===== src/rtl/data_mem_arbiter.sv =====
// Two-port round-robin arbiter in front of a single-port data memory.
// Each granted request makes exactly one memory access: IDLE -> ACCESS -> DONE.
module data_mem_arbiter #(
   parameter int ADDR_W = 32,
   parameter int DATA_W = 32
) (
   input  logic              clk_i,
   input  logic              rst_i,
   input  logic              req0_i,
   input  logic              we0_i,
   input  logic [ADDR_W-1:0] addr0_i,
   input  logic [DATA_W-1:0] wdata0_i,
   output logic              ack0_o,
   output logic [DATA_W-1:0] rdata0_o,
   input  logic              req1_i,
   input  logic              we1_i,
   input  logic [ADDR_W-1:0] addr1_i,
   input  logic [DATA_W-1:0] wdata1_i,
   output logic              ack1_o,
   output logic [DATA_W-1:0] rdata1_o,
   output logic [ADDR_W-1:0] memAddr_o,
   output logic [DATA_W-1:0] memData_o,
   output logic              memRead_o,
   output logic              memWrite_o,
   input  logic [DATA_W-1:0] memData_i,
   output logic [1:0]        grant_o
);

   typedef enum logic [1:0] {
      IDLE   = 2'd0,
      ACCESS = 2'd1,
      DONE   = 2'd2
   } state_t;

   state_t              state_q;
   logic                last_grant_q;
   logic [1:0]          grant_q;
   logic                ack0_q;
   logic                ack1_q;
   logic [DATA_W-1:0]   rdata0_q;
   logic [DATA_W-1:0]   rdata1_q;
   logic [ADDR_W-1:0]   mem_addr_q;
   logic [DATA_W-1:0]   mem_data_q;
   logic                mem_read_q;
   logic                mem_write_q;
   logic                win_d;

   // On a tie the port that did not win last time goes; otherwise whoever asks.
   always_comb begin
      win_d = req1_i;
      if (req0_i && req1_i) begin
         win_d = ~last_grant_q;
      end
   end

   // The memory-side registers double as the latched transaction during ACCESS.
   always_ff @(posedge clk_i or negedge rst_i) begin
      if (!rst_i) begin
         state_q      <= IDLE;
         last_grant_q <= 1'b1;
         grant_q      <= 2'b00;
         ack0_q       <= 1'b0;
         ack1_q       <= 1'b0;
         rdata0_q     <= '0;
         rdata1_q     <= '0;
         mem_addr_q   <= '0;
         mem_data_q   <= '0;
         mem_read_q   <= 1'b0;
         mem_write_q  <= 1'b0;
      end else begin
         ack0_q <= 1'b0;
         ack1_q <= 1'b0;
         case (state_q)
            IDLE: begin
               if (req0_i || req1_i) begin
                  grant_q     <= win_d ? 2'b10 : 2'b01;
                  mem_addr_q  <= win_d ? addr1_i : addr0_i;
                  mem_data_q  <= win_d ? wdata1_i : wdata0_i;
                  mem_write_q <= win_d ? we1_i : we0_i;
                  mem_read_q  <= win_d ? ~we1_i : ~we0_i;
                  state_q     <= ACCESS;
               end
            end
            ACCESS: begin
               if (mem_read_q) begin
                  if (grant_q[1]) begin
                     rdata1_q <= memData_i;
                  end else begin
                     rdata0_q <= memData_i;
                  end
               end
               ack0_q      <= grant_q[0];
               ack1_q      <= grant_q[1];
               mem_addr_q  <= '0;
               mem_data_q  <= '0;
               mem_read_q  <= 1'b0;
               mem_write_q <= 1'b0;
               state_q     <= DONE;
            end
            DONE: begin
               last_grant_q <= grant_q[1];
               grant_q      <= 2'b00;
               state_q      <= IDLE;
            end
            default: begin
               state_q <= IDLE;
            end
         endcase
      end
   end

   assign ack0_o     = ack0_q;
   assign ack1_o     = ack1_q;
   assign rdata0_o   = rdata0_q;
   assign rdata1_o   = rdata1_q;
   assign grant_o    = grant_q;
   assign memAddr_o  = mem_addr_q;
   assign memData_o  = mem_data_q;
   assign memRead_o  = mem_read_q;
   assign memWrite_o = mem_write_q;

endmodule


===== config.mk =====
export PLATFORM = sky130hd
export DESIGN_NAME = data_mem_arbiter
export DESIGN_NICKNAME = d
export VERILOG_FILES = /design/src/rtl/data_mem_arbiter.sv
export SDC_FILE = /design/constraint.sdc
export NUM_CORES = 1
export LEC_CHECK = 0
export BUFFER_PORTS_ARGS = -buffer_cell sky130_fd_sc_hd__buf_2
export CAP_MARGIN = 5
export CORE_MARGIN = 4
export CORE_UTILIZATION = 45
export CTS_CLUSTER_SIZE = 40
export DETAILED_ROUTE_END_ITERATION = 7
export PLACE_DENSITY_LB_ADDON = 0.15
export SLEW_MARGIN = 20
export SYNTH_ARGS = -nofsm -noshare
export SYNTH_HDL_FRONTEND = slang
export SYNTH_SLANG_ARGS = --single-unit

===== constraint.sdc =====
create_clock -name clk_i -period 4.3 [get_ports clk_i]
set_input_delay 0.43 -clock clk_i [delete_from_list [all_inputs] [get_ports clk_i]]
set_output_delay 0.43 -clock clk_i [all_outputs]
set_load 0.1 [all_outputs]

==> impl_metrics.py, run 1 <==
metrics = {
    "floorplan": {
        "die_y_um": 120.6,
        "coreArea_um2": 12210,
        "ios": 300,
        "die-area_um2": 14540,
        "initial_utilization": 0.4671,
        "die-width_um": 120.6,
        "rows": 40,
    },
    "grt": {
        "grt_pass1_wl_um": 25210,
        "grt_max_degree": 98,
        "grt_pass1_vias": 4730,
        "grt-ovfl-total": 0,
        "grtUsageTotal": 0.2237,
        "antenna_found_initial": 1,
    },
    "routing": {
        "drtAntennaViolNets": 0,
        "drt-wirelength-per-cell_um": 19.05,
        "drt_iter0_drc": 231,
        "drt-total-wl_um": 16320,
        "vias_per_cell": 5.230,
        "route.vias.total": 4482,
        "drt-pass1-iter-count": 4,
        "drc": 0,
    },
    "worst_setup_path": {
        "start_kind": "flop",
        "worst-path-max-fanout": 32,
        "crit_type": "reg2reg",
        "ff2ff_setup_slack_ps": 2100,
        "required_ps": 4590,
        "regToRegStartpoint": "state_q[0]$_DFFE_PN0P_",
        "rr_worst_depth": 3,
        "r2r-end": "rdata0_o[0]$_DFFE_PN0P_",
        "end_kind": "flop",
        "worst_ep_arrival_time_ps": 2490,
    },
    "finish": {
        "multiInputGateArea_um2": 2081,
        "fillers": 998,
        "final_common_cell": "buf_2",
        "areaGrowthSynthToFinish_pct": 38.65,
        "mostFrequentLayoutCells": "buf_2, dfrtp_1, and3_1, a221o_1, mux2_4",
        "final_nets": 841,
        "area.sequential_um2": 3430,
        "layout-drive-gt1-share": 0.5799,
    },
    "sta": {
        "maxSlewHeadroom": 0.2910,
        "rsz0062_at_grt": "no",
        "fin_skew_ps": 10.53,
        "worst_pin_slew_ps": 1064,
        "hold_viol_final": 0,
        "totalNegativeSetupSlack_ps": 0,
        "drv_slew": 0,
        "setup_viol": 0,
        "fin_crit_sh": 0.5125,
        "max_clock_freq_mhz": 453.8,
        "fin_crit_ps": 2204,
    },
    "synthesis": {
        "synthCells": 389,
        "yosys_warnings": 0,
        "syn_nets": 555,
        "synth.avg_cell_area_um2": 14.66,
        "syn-cell-area_um2": 5704,
        "yosysSeqAreaShare": 0.6012,
        "synth-seq-cells": 137,
        "synth.distinct_cells": 30,
    },
    "clock_tree": {
        "cts_buffer_depth": 2,
        "cts_buffers": 17,
        "postCtsSetupBuffers": 0,
        "cts.hold.buffers_added": 0,
        "cts_sinks": 137,
        "path_clk_slew_ps": 60,
        "cts_resized": 0,
        "htree_levels": 4,
        "worstSkewPairLatency_ps": 410,
        "cts_root_buffer": "clkbuf_16",
        "cts_tree": "yes",
    },
    "placement": {
        "io_buffer_count": 299,
        "gp_congestion": 0.7991,
        "hpwl_um": 11490,
    },
    "hold_path": {
        "hold_path.class": "in2async",
    },
    "run": {
        "maxCapViolations": 0,
    },
    "status": {
        "status": "finished, final reports clean",
    },
}
==> sequential cells by signal (all words and copies together), names as in the netlist <==
signal,flops
ack0_o,1
ack1_o,1
grant_o,2
last_grant_q,1
memAddr_o,32
memData_o,32
memRead_o,1
memWrite_o,1
rdata0_o,32
rdata1_o,32
state_q,2
==> how the worst max path moves through the flow <==
stage | start | endpoint | slack (ps) | cells after the start
floorplan | memRead_o$_DFFE_PN0P_ | rdata0_o[10]$_DFFE_PN0P_ | 2380 | 4
global placement | state_q[1]$_DFFE_PN0P_ | memAddr_o[8]$_DFFE_PN0P_ | 1800 | 4
detailed placement | state_q[0]$_DFFE_PN0P_ | rdata0_o[0]$_DFFE_PN0P_ | 2080 | 3
CTS | state_q[0]$_DFFE_PN0P_ | rdata0_o[0]$_DFFE_PN0P_ | 2070 | 3
global route | state_q[1]$_DFFE_PN0P_ | memWrite_o$_DFFE_PN0P_ | 1950 | 4
finish | state_q[0]$_DFFE_PN0P_ | rdata0_o[0]$_DFFE_PN0P_ | 2100 | 3
==> routing by layer <==
metal | share of wire | wire (µm) | up-vias | track usage
met5 | 0 | 0 | - | 0
met4 | 0.010 | 165 | 0 | 0.06232
met3 | 0.080 | 1303 | 13 | 0.08466
met2 | 0.52 | 8418 | 194 | 0.3744
met1 | 0.39 | 6437 | 2208 | 0.2713
li1 | - | - | 2067 | -
==> per-stage QoR <==
stage,util,setup WS (ps),hold WS [ps],cells,cell area [µm²]
CTS,0.6469,2073,132.3,856,7900
global route,0.6476,1948,166.6,857,7909
finish,0.6476,2096,85.97,857,7909
global placement,0.5928,1804,468.4,824,7239
detailed placement,0.5931,2084,477.7,824,7243
floorplan,-,2385,134.4,389,5704
==> critical path: stages, from the launching register on <==
cell and delay, ps:
dfrtp_1 480, nor2b_4 240, and3b_2 920, mux2_2 420
==> synth_stat cells <==
| library cell | n | share of area |
|---|---|---|
| and3b_1 | 1 | 0.0015 |
| nand2b_1 | 1 | 0.0011 |
| and3_1 | 66 | 0.072 |
| mux2_2 | 27 | 0.053 |
| nand3_2 | 1 | 0.0018 |
| nor3_1 | 1 | 0.00088 |
| nor2b_4 | 1 | 0.0024 |
| clkbuf_1 | 13 | 0.0086 |
| buf_2 | 16 | 0.014 |
| a221o_1 | 65 | 0.11 |
| buf_12 | 3 | 0.011 |
| inv_2 | 1 | 0.00066 |
| a21boi_2 | 1 | 0.0020 |
| dfstp_2 | 1 | 0.0046 |
| mux2_1 | 9 | 0.018 |
| o31ai_1 | 1 | 0.0013 |
| nor2_1 | 1 | 0.00066 |
| nor2_2 | 1 | 0.0011 |
| clkbuf_2 | 1 | 0.00088 |
| and2_1 | 2 | 0.0022 |
| buf_6 | 2 | 0.0039 |
| a21oi_1 | 1 | 0.00088 |
| o21ai_0 | 2 | 0.0018 |
| mux2_4 | 30 | 0.079 |
| a21o_1 | 1 | 0.0013 |
| dfrtp_1 | 136 | 0.60 |
| nor2b_1 | 1 | 0.0011 |
| nand2_1 | 1 | 0.00066 |
| mux2i_1 | 1 | 0.0018 |
| o21a_1 | 1 | 0.0013 |
==> cells by family (layout without fill, tap and decap cells) <==
logic type | count (synthesis) | in the layout | synth area share
flops | 137 | 137 | 0.6012
simple gates | 77 | 77 | 0.08576
compound gates | 72 | 72 | 0.1226
mux | 67 | 67 | 0.1518
buf+inv | 36 | 335 | 0.03860
other cells | 0 | 1 | 0
==> final cells by class <==
| type | instances | share of cell area |
|---|---|---|
| inverters | 1 | 0.0004746 |
| flip-flops and latches | 137 | 0.4336 |
| multi-input cells | 216 | 0.2631 |
| repair buffers | 302 | 0.1928 |
| clock inverters | 14 | 0.02879 |
| clock buffers | 18 | 0.05426 |
| well taps | 168 | 0.02658 |
| diodes | 1 | 0.0003164 |
Power of run 1 is left out: the tool's default activity adds up to more than one toggle a clock period on the data nets, which glitch-free logic cannot reach.
==> run 2, diff against run 1 <==
==> constraint.sdc (replaced) <==
create_clock -name clk_i -period 2.1 [get_ports clk_i]
set_input_delay 0.21 -clock clk_i [delete_from_list [all_inputs] [get_ports clk_i]]
set_output_delay 0.21 -clock clk_i [all_outputs]
set_load 0.1 [all_outputs]
==> impl_metrics.py, run 2 (synthesized netlist as in run 1, its figures left out) <==
metrics = {
    "status": {
        "status": "finished, final reports clean",
    },
    "sta": {
        "drv_slew": 0,
        "fin_skew_ps": 7.157,
        "hold_viol_final": 0,
        "worst_pin_slew_ps": 735.0,
        "maxSlewHeadroom": 0.5100,
        "fin_crit_ps": 1734,
        "rsz0062_at_grt": "no",
        "max_clock_freq_mhz": 576.5,
        "fin_crit_sh": 0.8259,
        "setup_ws_ps": 365.5,
        "setup_viol": 0,
        "totalNegativeSetupSlack_ps": 0,
    },
    "routing": {
        "drc": 0,
        "vias_per_cell": 5.242,
        "drt-wirelength-per-cell_um": 18.54,
        "drt_iter0_drc": 251,
        "drt-total-wl_um": 16090,
        "drtAntennaViolNets": 0,
        "drt-pass1-iter-count": 4,
        "route.vias.total": 4550,
    },
    "grt": {
        "use_met1": 0.2712,
        "met2_usage": 0.3688,
        "antenna_found_initial": 0,
        "grt_pass1_vias": 4823,
        "grt_use_met3": 0.06127,
        "grt_pass1_wl_um": 24830,
        "grt-ovfl-total": 0,
        "busiest_layer": "met2",
        "grt_max_degree": 66,
        "grtUsageTotal": 0.2187,
    },
    "placement": {
        "gp_congestion": 0.7770,
        "hpwl_um": 11790,
        "placedInstanceArea_um2": 7388,
        "dp_cells": 835,
        "dp_slack_ps": 340.6,
        "io_buffer_count": 299,
    },
    "worst_setup_path": {
        "path_cells": "nor2b_4 -> nand3_2 -> buf_12 -> mux2_1",
        "max_stage_delay_ps": 470,
        "crit_type": "reg2reg",
        "start_kind": "flop",
        "slowest_stage": "dfrtp_1",
        "worst-path-max-fanout": 23,
        "required_ps": 2370,
        "end_kind": "flop",
        "worst_ep_arrival_time_ps": 2010,
    },
    "finish": {
        "layout-drive-gt1-share": 0.5857,
        "layout.cells.non_filler": 868,
        "design_area_um2": 7980,
        "areaGrowthSynthToFinish_pct": 39.90,
        "final_common_cell": "buf_2",
        "diodes": 0,
        "mostFrequentLayoutCells": "buf_2, dfrtp_1, and3_1, a221o_1, mux2_4",
        "final_nets": 853,
    },
    "floorplan": {
        "ios": 300,
        "die-area_um2": 14540,
        "coreArea_um2": 12210,
        "die_y_um": 120.6,
        "die-width_um": 120.6,
        "initial_utilization": 0.4671,
        "rows": 40,
    },
    "clock_tree": {
        "cts_tree": "yes",
        "postCtsSetupBuffers": 0,
        "cts_root_buffer": "clkbuf_16",
        "cts_buffer_depth": 2,
        "cts_resized": 0,
        "path_clk_slew_ps": 60,
        "worstSkewPairLatency_ps": 400,
        "cts_buffers": 17,
        "cts_sinks": 137,
        "htree_levels": 4,
    },
    "hold_path": {
        "hold_path.class": "in2reg",
    },
    "run": {
        "maxCapViolations": 0,
    },
}
-- run 2: final cells by class --
class                      instances  area, µm²
clock buffer                      20      456.7
clock inverter                    12      125.1
tap                              168      210.2
sequential                       137       3430
multi-input combinational        216       2074
timing repair buffer             314       1680
fill                             992       4232
inverter                           1      3.754
-- run 2: stage by stage --
| step | utilization | hold WS [ps] |
|---|---|---|
| after floorplan | - | -85.59 |
| after global placement | 0.6047 | 216.8 |
| after detailed placement | 0.6050 | 228.6 |
| after CTS | 0.6535 | 11.72 |
| after global routing | 0.6535 | 13.81 |
| final | 0.6535 | 31.13 |
-- run 2: worst paths after layout --
kind,start,endpoint,slack [ps],depth (start not counted)
worst max-delay path,state_q[0]$_DFFE_PN0P_,rdata1_o[2]$_DFFE_PN0P_,370,4
worst min-delay path,wdata0_i[21],memData_o[21]$_DFFE_PN0P_,30,2
worst max register to register,state_q[0]$_DFFE_PN0P_,rdata1_o[2]$_DFFE_PN0P_,370,4
worst min register to register,rdata1_o[1]$_DFFE_PN0P_,rdata1_o[1]$_DFFE_PN0P_,490,1
max in group asynchronous,rst_i,last_grant_q$_DFFE_PN1P_,1090,3
min in group asynchronous,rst_i,rdata0_o[12]$_DFFE_PN0P_,360,2
-- run 2: per-layer routing --
metal / up-vias / routed length (µm)
met5: - / 0
met1: 2248 / 6511
li1: 2099 / -
met3: 19 / 1160
met2: 184 / 8129
met4: 0 / 289
-- run 2: timing repair --
action | in CTS | in global routing
hold buffers | 1 | 0
endpoints found under the hold margin | 56 | 0
endpoints found under the setup margin | 0 | 0
-- run 2: worst max-delay path: cells and delay by family (launching register included) --
family,cells,cell delay (ps)
AND/OR/NAND/NOR,2,530
multiplexers,1,330
flip-flops,1,470
buffers and inverters,1,270
Power of run 2 is left out for the same reason.
